$ cat src/rtl/avalon_mm_regfile_slave.sv
// Avalon-MM register bank responder with a programmable number of wait states.
// One transfer at a time: request latched in IDLE, acknowledged for exactly one cycle.
module avalon_mm_regfile_slave #(
    parameter int unsigned AW          = 8,
    parameter int unsigned DW          = 32,
    parameter int unsigned DEPTH       = 16,
    parameter int unsigned WAIT_CYCLES = 1
) (
    input  logic            clk,
    input  logic            reset_n,
    input  logic [AW-1:0]   address,
    input  logic            read,
    input  logic            write,
    input  logic [DW-1:0]   writedata,
    input  logic [DW/8-1:0] byteenable,
    output logic            waitrequest,
    output logic [DW-1:0]   readdata
);

    localparam int unsigned BW = DW / 8;
    localparam int unsigned IW = (DEPTH > 1) ? $clog2(DEPTH) : 1;
    localparam int unsigned CW = 8;

    typedef enum logic [1:0] {
        S_IDLE,
        S_WAIT,
        S_ACK
    } state_t;

    state_t          state;
    logic [CW-1:0]   cnt;
    logic [AW-1:0]   lat_addr;
    logic [DW-1:0]   lat_wdata;
    logic [BW-1:0]   lat_be;
    logic            lat_wr;
    logic [DW-1:0]   regs [DEPTH];

    logic [AW-1:0]   op_addr_c;
    logic [DW-1:0]   op_wdata_c;
    logic [BW-1:0]   op_be_c;
    logic            op_wr_c;
    logic            op_hit_c;
    logic [IW-1:0]   op_idx_c;
    logic            req_c;
    logic            go_ack_c;

    // With zero wait states the commit happens on the latching edge, so the
    // operation comes straight from the bus in IDLE and from the latches otherwise.
    always_comb begin
        op_addr_c  = lat_addr;
        op_wdata_c = lat_wdata;
        op_be_c    = lat_be;
        op_wr_c    = lat_wr;
        if (state == S_IDLE) begin
            op_addr_c  = address;
            op_wdata_c = writedata;
            op_be_c    = byteenable;
            op_wr_c    = write;
        end
        op_hit_c = ({1'b0, op_addr_c} < (AW+1)'(DEPTH));
        op_idx_c = op_addr_c[IW-1:0];
        req_c    = read | write;
        go_ack_c = 1'b0;
        if (req_c) begin
            if (state == S_IDLE)
                go_ack_c = (WAIT_CYCLES == 0);
            else if (state == S_WAIT)
                go_ack_c = (cnt == '0);
        end
    end

    always_ff @(posedge clk or negedge reset_n) begin
        if (!reset_n) begin
            state       <= S_IDLE;
            cnt         <= '0;
            lat_addr    <= '0;
            lat_wdata   <= '0;
            lat_be      <= '0;
            lat_wr      <= 1'b0;
            waitrequest <= 1'b1;
            readdata    <= '0;
            for (int i = 0; i < int'(DEPTH); i++)
                regs[i] <= '0;
        end else begin
            waitrequest <= 1'b1;
            case (state)
                S_IDLE: begin
                    if (req_c) begin
                        lat_addr  <= address;
                        lat_wdata <= writedata;
                        lat_be    <= byteenable;
                        lat_wr    <= write;
                        if (WAIT_CYCLES == 0) begin
                            state       <= S_ACK;
                            waitrequest <= 1'b0;
                        end else begin
                            state <= S_WAIT;
                            cnt   <= CW'(WAIT_CYCLES - 1);
                        end
                    end
                end
                S_WAIT: begin
                    if (!req_c) begin
                        state <= S_IDLE;
                    end else if (cnt == '0) begin
                        state       <= S_ACK;
                        waitrequest <= 1'b0;
                    end else begin
                        cnt <= cnt - CW'(1);
                    end
                end
                S_ACK: begin
                    state <= S_IDLE;
                end
                default: begin
                    state <= S_IDLE;
                end
            endcase

            // Commit on the edge that enters ACK; out-of-range writes are dropped.
            if (go_ack_c) begin
                if (op_wr_c) begin
                    if (op_hit_c) begin
                        for (int b = 0; b < int'(BW); b++) begin
                            if (op_be_c[b])
                                regs[op_idx_c][b*8 +: 8] <= op_wdata_c[b*8 +: 8];
                        end
                    end
                end else begin
                    readdata <= op_hit_c ? regs[op_idx_c] : '0;
                end
            end
        end
    end

endmodule

$ cat config.mk
export PLATFORM = sky130hd
export DESIGN_NAME = avalon_mm_regfile_slave
export DESIGN_NICKNAME = d
export VERILOG_FILES = /design/src/rtl/avalon_mm_regfile_slave.sv
export SDC_FILE = /design/constraint.sdc
export NUM_CORES = 1
export LEC_CHECK = 0
export BUFFER_PORTS_ARGS = -buffer_cell sky130_fd_sc_hd__buf_2
export CORE_MARGIN = 4
export CORE_UTILIZATION = 30
export DETAILED_ROUTE_END_ITERATION = 12
export SLEW_MARGIN = 30
export SYNTH_ARGS = -nofsm -noshare
export SYNTH_HDL_FRONTEND = slang
export SYNTH_SLANG_ARGS = --single-unit
$ cat constraint.sdc
create_clock -name clk -period 6.1 [get_ports clk]
set_input_delay 0.61 -clock clk [delete_from_list [all_inputs] [get_ports clk]]
set_output_delay 0.61 -clock clk [all_outputs]
set_load 0.03 [all_outputs]
==> results.yml <==
run_status:
  status: "finished clean"
route:
  wire_per_inst_um: 21.9
  vias: 17300
  drc_errors: 0
  dr.pass1.iters: 5
  drt-vias-per-instance: 5.32
  drt-initial-drc-count: 1315
  ant_nets: 0
  wirelength_um: 71300
synth:
  seq_area_frac_synth_pct: 58.0
  async_reset_ff_share_pct: 100
  synthMostInstantiatedCell: "dfrtp_1"
  ys_warn_count: 0
  synth_top_area_cell: "dfrtp_1"
  ys_ff_latch: 600
  yosys-top-cells-area: "dfrtp_1, mux2_2, o22ai_1"
  synthFlopType: "dfrtp_1"
  syn_area_um2: 25900
  ys_types: 40
  ys_top_cells_by_count: "dfrtp_1, mux2_2, o22ai_1"
  netlist_instances: 2032
  synth.avg_cell_area_um2: 12.7
  synth_top_area_share_pct: 57.9
  syn_nets: 2081
  synth_edf_count: 0
power:
  power.share.switching_pct: 38.7
  p_sw_mw: 5.31
  comb_power_share_pct: 35.9
  ir_drop_mv: 0.307
  p_leak_nw: 14.5
  clockPowerShare_pct: 29.7
  intPower_mw: 8.40
  p_per_area_nw_per_um2: 460
  seqPwrFrac_pct: 34.4
critical_path:
  worst-endpoint-arrival_ns: 4.64
  r2r_start: "state[0]"
  r2r_slack_ns: 1.92
  path_class: "reg2reg"
  required_ns: 6.56
  critPathMaxFanout: 30
  critPathLaunchType: "flop"
  worst_r2r_path_depth: 6
  end_kind: "flop"
  r2r_end: "regs[502]"
clocking:
  cts_tree: "done"
  cts_buffers: 66
  path_clk_slew_ns: 0.06
  insertion_delay_ns: 0.60
  cts_buffer_depth: 3
  cts_max_level: 3
  cts_setup_buffers: 0
  ctsRootBufferMaster: "clkbuf_16"
  cts.sinks: 600
placed_design:
  place_area_um2: 27500
  dp_hpwl_um: 43800
  place_congestion: 0.771
  io_buffers: 80
sta:
  period_share_pct: 68.5
  maxSlewHeadroom_pct: 36.5
  rsz0062_at_grt: "no"
  period_minus_slack_ns: 4.18
  setup_viol: 0
  hold_violations: 0
  worstMarginPinSlew_ns: 0.950
  timing.fmax_mhz: 239
  setup_tns_ns: 0
  finalClockSkew_ns: 0.0243
  maxSlewViolCount: 0
cells_and_area:
  layout-drive-gt1-share_pct: 37.2
  syn_to_final_growth_pct: 15.1
  nNetsFinal: 2113
  fin_area_um2: 29800
floorplan:
  io_pins: 81
  fp.dieW_um: 302
  coreArea_um2: 85400
  start_util_pct: 30.3
  num_rows: 107
  dieArea_um2: 91100
  die_h_um: 302
grt:
  grt_pass1_wl_um: 111000
  grt_overflow: 0
  antenna_found_initial: 3
  grt_use_total_pct: 15.6
  grt_pass1_vias: 18000
  grt_max_degree: 179
hold_path:
  hp-class: "in2reg"
  hold_end: "lat_wr"
  hold_depth: 2
  hp-start: "read"
run:
  max_cap_violations: 0
## kinds of logic (layout without fill, tap and decap cells)
logic type                 count (synthesis)  count (layout)  synth area share [%]
AOI/OAI and AO/OA                        437             437                  10.4
xor gates and xnor gates                   6               6                 0.203
adders and majority gates                  1               1                0.0483
buffers and inverters                    141             219                  2.13
DFF                                      600             600                  58.0
muxes                                    555             555                  24.1
other                                      0               2                     0
and+or+nand+nor                          292             292                  5.12
## layout by cell type (no fill, tap or decap), types with 3 or more instances in the layout
cell type,n
buf_4,8
nor3_1,5
clkbuf_1,11
buf_12,6
xor2_1,5
o21ai_0,131
o2111ai_1,32
mux2_2,528
buf_2,79
clkbuf_16,71
nand3_1,3
bufinv_16,3
nand2_2,42
a21oi_4,4
dfrtp_1,599
clkinv_2,8
nand2_1,163
mux2_1,26
nor2_4,3
clkbuf_8,19
a21oi_1,4
o22ai_1,256
nand3b_1,9
nor2b_1,8
a31oi_4,4
nor2_1,44
nor4_1,3
inv_1,7
## flip-flops by register name, summed over array words and instances (netlist names)
register	cells
cnt	8
lat_wdata	32
lat_be	4
waitrequest	1
lat_wr	1
readdata	32
regs	512
state	2
lat_addr	8
## worst max-delay path, stage by stage (launching register included)
cell and delay (ns):
dfrtp_1 0.57, or2_2 0.80, mux2i_1 0.30, or4_1 0.81, a21oi_4 0.55, nand2_1 0.55
mux2_2 0.44
## cell type report
| cell class | count | area (µm²) |
|---|---|---|
| Antenna cell | 2 | 5.00 |
| Multi-Input combinational cell | 1291 | 10400 |
| Tap cell | 1144 | 1430 |
| Clock inverter | 13 | 148 |
| Sequential cell | 600 | 15000 |
| Clock buffer | 101 | 2080 |
| Inverter | 7 | 26.3 |
| Timing Repair Buffer | 98 | 667 |
| Fill cell | 8328 | 55600 |
## power by group through the flow
stage          Sequential, mW  Clock, mW  Combinational [mW]
6_report                 4.72       4.07                4.93
5_1_grt                  4.77       4.31                5.34
4_1_cts                  4.72       4.15                4.96
3_5_place_dp             4.78          0                4.94
3_3_place_gp             4.76          0                4.84
2_1_floorplan            4.87          0                3.00
## stage by stage
stage          std cells  power (mW)  setup slack (ns)  hold WS, ns  utilization, %
4_1_cts             3252        13.8              1.89        0.190            34.8
3_5_place_dp        3137        9.72              1.91        0.469            32.2
5_1_grt             3255        14.4              1.71        0.196            34.9
6_report            3256        13.7              1.92        0.218            34.9
2_1_floorplan       2032        7.86              3.37        0.314               -
3_3_place_gp        3137        9.60              1.99        0.467            32.2
## how the worst max path moves through the flow
stage	to	from	slack, ns	cells after the start
finish	regs[502]	state[0]	1.92	6
global route	regs[310]	state[0]	1.71	7
CTS	regs[498]	state[0]	1.89	6
detailed placement	regs[503]	state[0]	1.91	6
global placement	regs[264]	state[0]	1.99	7
floorplan	regs[240]	state[0]	3.37	10
## timing repair
item,4_1_cts,5_1_grt
hold buffers,1,0
resized for setup,0,0
hold endpoints to repair,61,0
## routing by layer
metal | track usage, % | share of wire, % | up-vias | wire length [µm]
met3 | 2.58 | 4.2 | 119 | 2970
met4 | 5.21 | 3.0 | 4 | 2120
met5 | 0 | 0.029 | - | 21
met2 | 26.0 | 49 | 422 | 34700
met1 | 20.8 | 44 | 9195 | 31500
li1 | - | - | 7598 | -
No activity file was read; power rests on OpenSTA's default activity.
